$ cat src/rtl/whack_scorer.sv
// whack_scorer: classifies each new hole-button press against the current
// mole field as a hit or a miss. It keeps saturating score, miss and streak
// counters, and a per-hole mask of moles that have already been hit.
module whack_scorer #(
   parameter int NUM_HOLES = 18,
   parameter int SCORE_W   = 16,
   parameter int MISS_W    = 8,
   parameter int STREAK_W  = 8,
   parameter int POINTS    = 1
) (
   input  logic                 clk,
   input  logic                 reset,
   input  logic                 game_active,
   input  logic [NUM_HOLES-1:0] mole_positions,
   input  logic [NUM_HOLES-1:0] buttons,
   output logic [SCORE_W-1:0]   score,
   output logic [MISS_W-1:0]    misses,
   output logic [STREAK_W-1:0]  streak,
   output logic [NUM_HOLES-1:0] whacked,
   output logic                 hit_pulse,
   output logic                 miss_pulse
);

   // Width able to hold a count of 0..NUM_HOLES simultaneous events.
   localparam int CNT_W = $clog2(NUM_HOLES + 1);

   // Sum widths are chosen so that no sum can wrap before the clamp.
   localparam int SSUM_W = SCORE_W + CNT_W + 1;
   localparam int MSUM_W = ((MISS_W > CNT_W) ? MISS_W : CNT_W) + 1;
   localparam int KSUM_W = ((STREAK_W > CNT_W) ? STREAK_W : CNT_W) + 1;

   localparam logic [SSUM_W-1:0] SCORE_MAX  = SSUM_W'({SCORE_W{1'b1}});
   localparam logic [MSUM_W-1:0] MISS_MAX   = MSUM_W'({MISS_W{1'b1}});
   localparam logic [KSUM_W-1:0] STREAK_MAX = KSUM_W'({STREAK_W{1'b1}});
   localparam logic [SSUM_W-1:0] POINTS_EXT = SSUM_W'(POINTS);

   // Counts the set bits of a hole vector.
   function automatic logic [CNT_W-1:0] popcount(input logic [NUM_HOLES-1:0] v);
      logic [CNT_W-1:0] c;
      c = {CNT_W{1'b0}};
      for (int i = 0; i < NUM_HOLES; i++) begin
         c = c + CNT_W'(v[i]);
      end
      return c;
   endfunction

   logic [NUM_HOLES-1:0] btn_prev_r;
   logic [NUM_HOLES-1:0] mole_prev_r;
   logic                 act_prev_r;
   logic [SCORE_W-1:0]   score_r;
   logic [MISS_W-1:0]    misses_r;
   logic [STREAK_W-1:0]  streak_r;
   logic [NUM_HOLES-1:0] whacked_r;
   logic                 hit_pulse_r;
   logic                 miss_pulse_r;

   logic [NUM_HOLES-1:0] press_s;
   logic [NUM_HOLES-1:0] new_up_s;
   logic [NUM_HOLES-1:0] avail_s;
   logic [NUM_HOLES-1:0] hit_s;
   logic [NUM_HOLES-1:0] miss_s;
   logic [NUM_HOLES-1:0] whacked_nxt_s;
   logic                 round_start_s;
   logic [CNT_W-1:0]     nh_s;
   logic [CNT_W-1:0]     nm_s;
   logic [SSUM_W-1:0]    score_sum_s;
   logic [MSUM_W-1:0]    miss_sum_s;
   logic [KSUM_W-1:0]    streak_sum_s;
   logic [SCORE_W-1:0]   score_nxt_s;
   logic [MISS_W-1:0]    misses_nxt_s;
   logic [STREAK_W-1:0]  streak_nxt_s;

   // Press/mole classification. Next-state values are saturated here.
   always_comb begin
      round_start_s = game_active & ~act_prev_r;
      press_s       = buttons & ~btn_prev_r & {NUM_HOLES{game_active & act_prev_r}};
      new_up_s      = mole_positions & ~mole_prev_r;
      avail_s       = mole_positions & (new_up_s | ~whacked_r);
      hit_s         = press_s & avail_s;
      miss_s        = press_s & ~avail_s;
      // A hole is cleared when its mole is down, or when a fresh mole is up but has not been hit.
      whacked_nxt_s = mole_positions & (hit_s | (~new_up_s & whacked_r));
      nh_s          = popcount(hit_s);
      nm_s          = popcount(miss_s);

      score_sum_s  = SSUM_W'(score_r) + SSUM_W'(nh_s) * POINTS_EXT;
      miss_sum_s   = MSUM_W'(misses_r) + MSUM_W'(nm_s);
      streak_sum_s = KSUM_W'(streak_r) + KSUM_W'(nh_s);

      if (score_sum_s > SCORE_MAX) begin
         score_nxt_s = {SCORE_W{1'b1}};
      end else begin
         score_nxt_s = score_sum_s[SCORE_W-1:0];
      end

      if (miss_sum_s > MISS_MAX) begin
         misses_nxt_s = {MISS_W{1'b1}};
      end else begin
         misses_nxt_s = miss_sum_s[MISS_W-1:0];
      end

      if (nm_s != {CNT_W{1'b0}}) begin
         streak_nxt_s = {STREAK_W{1'b0}};
      end else if (streak_sum_s > STREAK_MAX) begin
         streak_nxt_s = {STREAK_W{1'b1}};
      end else begin
         streak_nxt_s = streak_sum_s[STREAK_W-1:0];
      end
   end

   // State update: history registers, counters, whacked mask and pulses.
   always_ff @(posedge clk) begin
      if (reset) begin
         btn_prev_r   <= {NUM_HOLES{1'b1}};
         mole_prev_r  <= {NUM_HOLES{1'b0}};
         act_prev_r   <= 1'b0;
         score_r      <= {SCORE_W{1'b0}};
         misses_r     <= {MISS_W{1'b0}};
         streak_r     <= {STREAK_W{1'b0}};
         whacked_r    <= {NUM_HOLES{1'b0}};
         hit_pulse_r  <= 1'b0;
         miss_pulse_r <= 1'b0;
      end else begin
         btn_prev_r  <= buttons;
         mole_prev_r <= mole_positions;
         act_prev_r  <= game_active;
         if (round_start_s) begin
            score_r      <= {SCORE_W{1'b0}};
            misses_r     <= {MISS_W{1'b0}};
            streak_r     <= {STREAK_W{1'b0}};
            whacked_r    <= {NUM_HOLES{1'b0}};
            hit_pulse_r  <= 1'b0;
            miss_pulse_r <= 1'b0;
         end else begin
            score_r      <= score_nxt_s;
            misses_r     <= misses_nxt_s;
            streak_r     <= streak_nxt_s;
            whacked_r    <= whacked_nxt_s;
            hit_pulse_r  <= |hit_s;
            miss_pulse_r <= |miss_s;
         end
      end
   end

   assign score      = score_r;
   assign misses     = misses_r;
   assign streak     = streak_r;
   assign whacked    = whacked_r;
   assign hit_pulse  = hit_pulse_r;
   assign miss_pulse = miss_pulse_r;

endmodule

$ cat config.mk
export PLATFORM = sky130hd
export DESIGN_NAME = whack_scorer
export DESIGN_NICKNAME = d
export VERILOG_FILES = /design/src/rtl/whack_scorer.sv
export SDC_FILE = /design/constraint.sdc
export NUM_CORES = 1
export LEC_CHECK = 0
export ABC_AREA = 1
export CORE_ASPECT_RATIO = 1.75
export CORE_MARGIN = 5
export CORE_UTILIZATION = 25
export CTS_CLUSTER_DIAMETER = 100
export DETAILED_ROUTE_END_ITERATION = 8
export RECOVER_POWER = 100
export SLEW_MARGIN = 20
export SYNTH_ARGS = -nofsm -noshare
export SYNTH_HDL_FRONTEND = slang
export SYNTH_SLANG_ARGS = --single-unit
$ cat constraint.sdc
create_clock -name clk -period 15.2 [get_ports clk]
set_input_delay 3.04 -clock clk [delete_from_list [all_inputs] [get_ports clk]]
set_output_delay 3.04 -clock clk [all_outputs]
set_load 0.005 [all_outputs]
==> results of run 1 <==
[metal layers]
layer | share of wire (%) | GRT usage, % | vias to the layer above
met2 | 57 | 23.7 | 81
met1 | 37 | 12.0 | 2075
met4 | 3.0 | 5.02 | 0
li1 | - | - | 2382
met5 | 0 | 0 | -
met3 | 3.1 | 1.83 | 22
[synth_stat cells, types with 6 or more instances]
| master | number | area, sq um |
|---|---|---|
| nor3_1 | 7 | 35.0 |
| fa_1 | 27 | 541 |
| inv_1 | 152 | 571 |
| ha_1 | 33 | 413 |
| nand3b_1 | 6 | 45.0 |
| nand2_2 | 11 | 68.8 |
| nor2_1 | 67 | 251 |
| nand4_1 | 9 | 56.3 |
| o21ai_0 | 20 | 100 |
| nor2_4 | 9 | 101 |
| nand2_1 | 137 | 514 |
| xnor2_1 | 9 | 78.8 |
| or2_2 | 11 | 68.8 |
| a21oi_1 | 43 | 215 |
| dfxtp_1 | 89 | 1780 |
| nand3_1 | 32 | 160 |
| a211oi_1 | 16 | 120 |
[layout make-up]
type                       instances  share of cell area, %
clock buffer                      10                   3.52
clock inverter                     6                  0.737
inverter                         155                   8.56
multi-input combinational        458                   42.9
sequential                        89                   26.2
tap                              255                   4.70
timing repair buffer              92                   13.4
[sequential cells by signal (all words and copies together) (netlist names)]
register and flops:
misses 8, act_prev_r 1, hit_pulse 1, score 16
streak 8, btn_prev_r 18, mole_prev_r 18, miss_pulse 1
whacked 18
[critical path, stage by stage]
cell           delay, ns
dlygate4sd3_1       0.56
nand2_1             0.78
inv_2               0.18
nand2_1             0.17
inv_1               0.05
nand2_1             0.09
inv_1               0.06
fa_1                0.47
inv_1               0.05
fa_1                0.46
fa_1                0.52
fa_1                0.52
fa_1                0.54
inv_1               0.04
ha_1                0.21
fa_1                0.54
inv_1               0.10
fa_1                0.44
o21ai_0             0.32
nand2_1             0.09
nand2_1             0.12
nand3_1             0.26
nand3_1             0.15
nand2_1             0.05
inv_1               0.04
[per-stage QoR]
step / worst slack, ns / cells
finish: 5.64 / 1065
global route: 5.17 / 1065
CTS: 6.42 / 1065
detailed placement: 6.07 / 1049
global placement: 6.16 / 1049
floorplan: 7.06 / 710
[logic make-up after synthesis]
kind of cell / after synthesis / synth area share [%]
AND/OR/NAND/NOR: 296 / 25.5
buffers and inverters: 163 / 11.8
flip-flops: 89 / 33.2
AO/OA/AOI/OAI: 88 / 9.43
adder cells (fa/ha/maj): 60 / 17.8
XOR/XNOR: 14 / 2.29
[report_power, final]
group          switching, mW  internal [mW]
combinational         0.0223         0.0174
clock                  0.100          0.117
sequential           0.00223          0.239
[path summary, 6_finish.rpt]
kind	end	cells past startpoint	start	slack, ns
worst min-delay path	whacked[15]	2	whacked[15]	0.51
worst min register to register	whacked[15]	2	whacked[15]	0.51
worst max-delay path	streak[5]	25	game_active	5.64
worst max register to register	streak[5]	22	act_prev_r	8.59
==> run metrics, run 1 <==
Remaining DRCs 0; Iter 0 DRT Violations 179; hold_buf cts 0; multi-input logic area 2910 sq um; grt total ovfl 0; register bit total from synthesis 89; asr flop ratio synth 0%; GPL Wtd Cong 0.831; failing checks capacitance limit, slew limit; Die Area 24600 sq um; first drt pass iteration count 5; WL/cell 13.4 um; vias in the first global route 4631; fin util 31.9%; Synth Flop Type dfxtp_1; Critical Path AT 9.85 ns; Design Area, Final 6790 sq um; crit start category input port; max_cap viols 1; post-synth net total 809; Overall Global Routing Usage 12.0%; Fin. Hold Viols 0; setup_tns 0 ns; Detailed Route WL 14300 um; H-Tree Depth 3; IO Pins 91; WHS 0.507 ns; WS Path Type input port to register; worst hold-check path type register to register; Mapped Cells 710; Final Setup Violations 0; placed inst area 6550 sq um; Worst Path Required 15.49 ns; core area 21300 sq um; largest net degree at the start of global routing 32; status finished with violations; commonest non-fill, non-tap cells in the layout inv_1 (152), nand2_1 (140), dfxtp_1 (89); critical path capture point type register; Initial Utilization 25.1%; initial antenna violation count 0; CTS tree yes; CP max FO 15; Sink Count 89; detailed placement HPWL 11900 um; post-synthesis cell area 5360 sq um; Post-Syn Area per Cell 7.55 sq um; Final Power 0.499 mW; first-pass GRT wire length 22900 um; die height 204 um; # resized after CTS 0; nets 904; fraction of layout instances using a drive strength above 1 6.42%; yosys warns 0; leakage power 3.61 nW; DIE WIDTH 121 um; Slew headroom -0.117%; worst skew pair latency 0.34 ns; CTS Buf Count 9; final antenna diode count 0; row count 71; Filler cells 2311; flip-flop and latch area 1780 sq um; Cell Pwr Density 73.4 nW/um^2; post-DR vias/cell 4.28; Post-CTS Setup Bufs 0; number of enable flip-flop cells after synthesis 0; FMAX 0.105 GHz; Port Buffer Count 90; RSZ-0062 raised after global routing false; period utilization 62.9%; routed vias 4560; final count of pins violating max slew 31; most common cell after layout, fill and taps aside inv_1; Synth cell types 32; Least-Margin Pin Slew 1.50 ns; root buffer cell clkbuf_16; Peak supply drop 0.0000585 V; Worst-path clk slew 0.07 ns; ANT nets after route 0; clock buffer depth 2; Final Critical Period 9.56 ns; Seq/Total Area, Yosys 33.2%; P&R area growth vs syn 26.7%; Worst Skew 0.00983 ns
No activity file was read; power rests on OpenSTA's default activity.
==> inputs of run 2 (changes only) <==
==> constraint.sdc (replaced) <==
create_clock -name clk -period 8.54 [get_ports clk]
set_input_delay 1.708 -clock clk [delete_from_list [all_inputs] [get_ports clk]]
set_output_delay 1.708 -clock clk [all_outputs]
set_load 0.005 [all_outputs]
==> run metrics, run 2 (synthesis gave the netlist of run 1 again) <==
fraction of layout instances using a drive strength above 1 6.54%; P_sw 0.225 mW; IO Pins 91; Least-Margin Pin Slew 1.47 ns; Peak supply drop 0.000114 V; worst r2r src act_prev_r; Post-CTS Setup Bufs 0; Sink Count 89; Worst Path Required 8.83 ns; grt total ovfl 0; Final Critical Period 7.61 ns; placed cells 1049; worst hold-check path type register to register; Port Buffer Count 90; hold path endpoint whacked[16]; first drt pass iteration count 4; final count of pins violating max slew 0; clock network power share 45.1%; setup_tns 0 ns; nets 904; largest net degree at the start of global routing 32; R2R setup slack 2.55 ns; row count 71; CP max FO 15; max_cap viols 0; status completed; most common cell after layout, fill and taps aside inv_1; Overall Global Routing Usage 12.1%; Iter 0 DRT Violations 237; hold_buf cts 0; P&R area growth vs syn 27.1%; Fin. Hold Viols 0; r2r endpoint streak[5]; initial antenna violation count 0; Remaining DRCs 0; hold path startpoint whacked[16]; commonest non-fill, non-tap cells in the layout inv_1 (152), nand2_1 (139), dfxtp_1 (89); combinational power share 7.7%; H-Tree Depth 3; # resized after CTS 0; detailed placement HPWL 11800 um; Final Setup Violations 0; Worst Skew 0.00821 ns; crit start category input port; worst skew pair latency 0.34 ns; Worst-path clk slew 0.07 ns; die height 204 um; post-DR vias/cell 4.32; routed vias 4600; period utilization 89.1%; CTS Buf Count 9; Internal 0.687 mW; clock buffer depth 2; fin cells 1065; CTS tree yes; root buffer cell clkbuf_16; Detailed Route WL 14200 um; R2R cell count 22; Die Area 24600 sq um; critical path capture point type register; GPL Wtd Cong 0.830; RSZ-0062 raised after global routing false; vias in the first global route 4666; Sequential Power Share 47.1%; Cell Pwr Density 134 nW/um^2; final antenna diode count 0; Critical Path AT 7.90 ns; core area 21300 sq um; DIE WIDTH 121 um; FMAX 0.131 GHz; Filler cells 2273; switching share of power 24.6%; WS Path Type input port to register; WL/cell 13.4 um; ANT nets after route 0; first-pass GRT wire length 23200 um; Slew headroom 1.90%; Initial Utilization 25.1%; hold depth 2; leakage power 3.63 nW
run 2: changes by cell type in the layout (fill, tap and decap cells not counted), sizes merged:
cell / change
clkinvlp: -1
clkbuf: -1
inv: +1
bufinv: +1
run 2: power groups by stage:
| stage | Sequential [mW] | Clock [mW] | Combinational [mW] |
|---|---|---|---|
| after detailed placement | 0.440 | 0 | 0.0734 |
| after global routing | 0.431 | 0.444 | 0.0800 |
| after floorplan | 0.439 | 0 | 0.0386 |
| after CTS | 0.430 | 0.422 | 0.0738 |
| after global placement | 0.439 | 0 | 0.0728 |
| final | 0.430 | 0.412 | 0.0706 |
run 2: routing by layer:
layer | wire (um) | global-route usage, %
met1 | 5230 | 12.3
met3 | 510 | 2.08
met4 | 338 | 4.58
met2 | 8140 | 23.9
met5 | 0 | 0
run 2: how the worst max path moves through the flow:
| stage | from | to | slack, ns | cells after the start |
|---|---|---|---|---|
| after detailed placement | game_active | score[15] | 0.77 | 25 |
| after global placement | game_active | score[15] | 0.84 | 25 |
| after global routing | game_active | score[11] | 0.50 | 25 |
| final | game_active | streak[5] | 0.93 | 25 |
| after floorplan | game_active | score[15] | 1.73 | 25 |
| after CTS | game_active | score[15] | 1.13 | 25 |
run 2: final cells by class:
type | instances | area, sq um | share of cell area (%)
Multi-Input combinational cell | 458 | 2920 | 42.9
Sequential cell | 89 | 1780 | 26.1
Timing Repair Buffer | 92 | 908 | 13.3
Inverter | 155 | 582 | 8.54
Tap cell | 255 | 319 | 4.68
Clock buffer | 9 | 225 | 3.30
Clock inverter | 7 | 77.6 | 1.14
run 2: per-stage QoR:
stage / cell area [sq um] / setup slack, ns / hold slack [ns] / util, % / power (mW)
2_1_floorplan: 5360 / 1.73 / 0.486 / - / 0.477
3_3_place_gp: 6550 / 0.838 / 0.493 / 30.7 / 0.512
3_5_place_dp: 6550 / 0.773 / 0.496 / 30.7 / 0.513
4_1_cts: 6850 / 1.13 / 0.511 / 32.1 / 0.926
5_1_grt: 6820 / 0.504 / 0.536 / 32.0 / 0.954
6_report: 6820 / 0.933 / 0.504 / 32.0 / 0.912
run 2: critical path, stage by stage:
cell	delay (ns)
dlygate4sd3_1	0.59
nand2_4	0.29
inv_2	0.12
nand2_1	0.12
inv_1	0.05
nand2_1	0.08
inv_1	0.06
fa_1	0.48
inv_1	0.05
fa_1	0.46
fa_1	0.52
fa_1	0.51
fa_1	0.54
inv_1	0.04
ha_1	0.21
fa_1	0.53
inv_1	0.10
fa_1	0.44
o21ai_0	0.30
nand2_1	0.08
nand2_1	0.12
nand3_1	0.25
nand3_1	0.15
nand2_1	0.05
inv_1	0.04
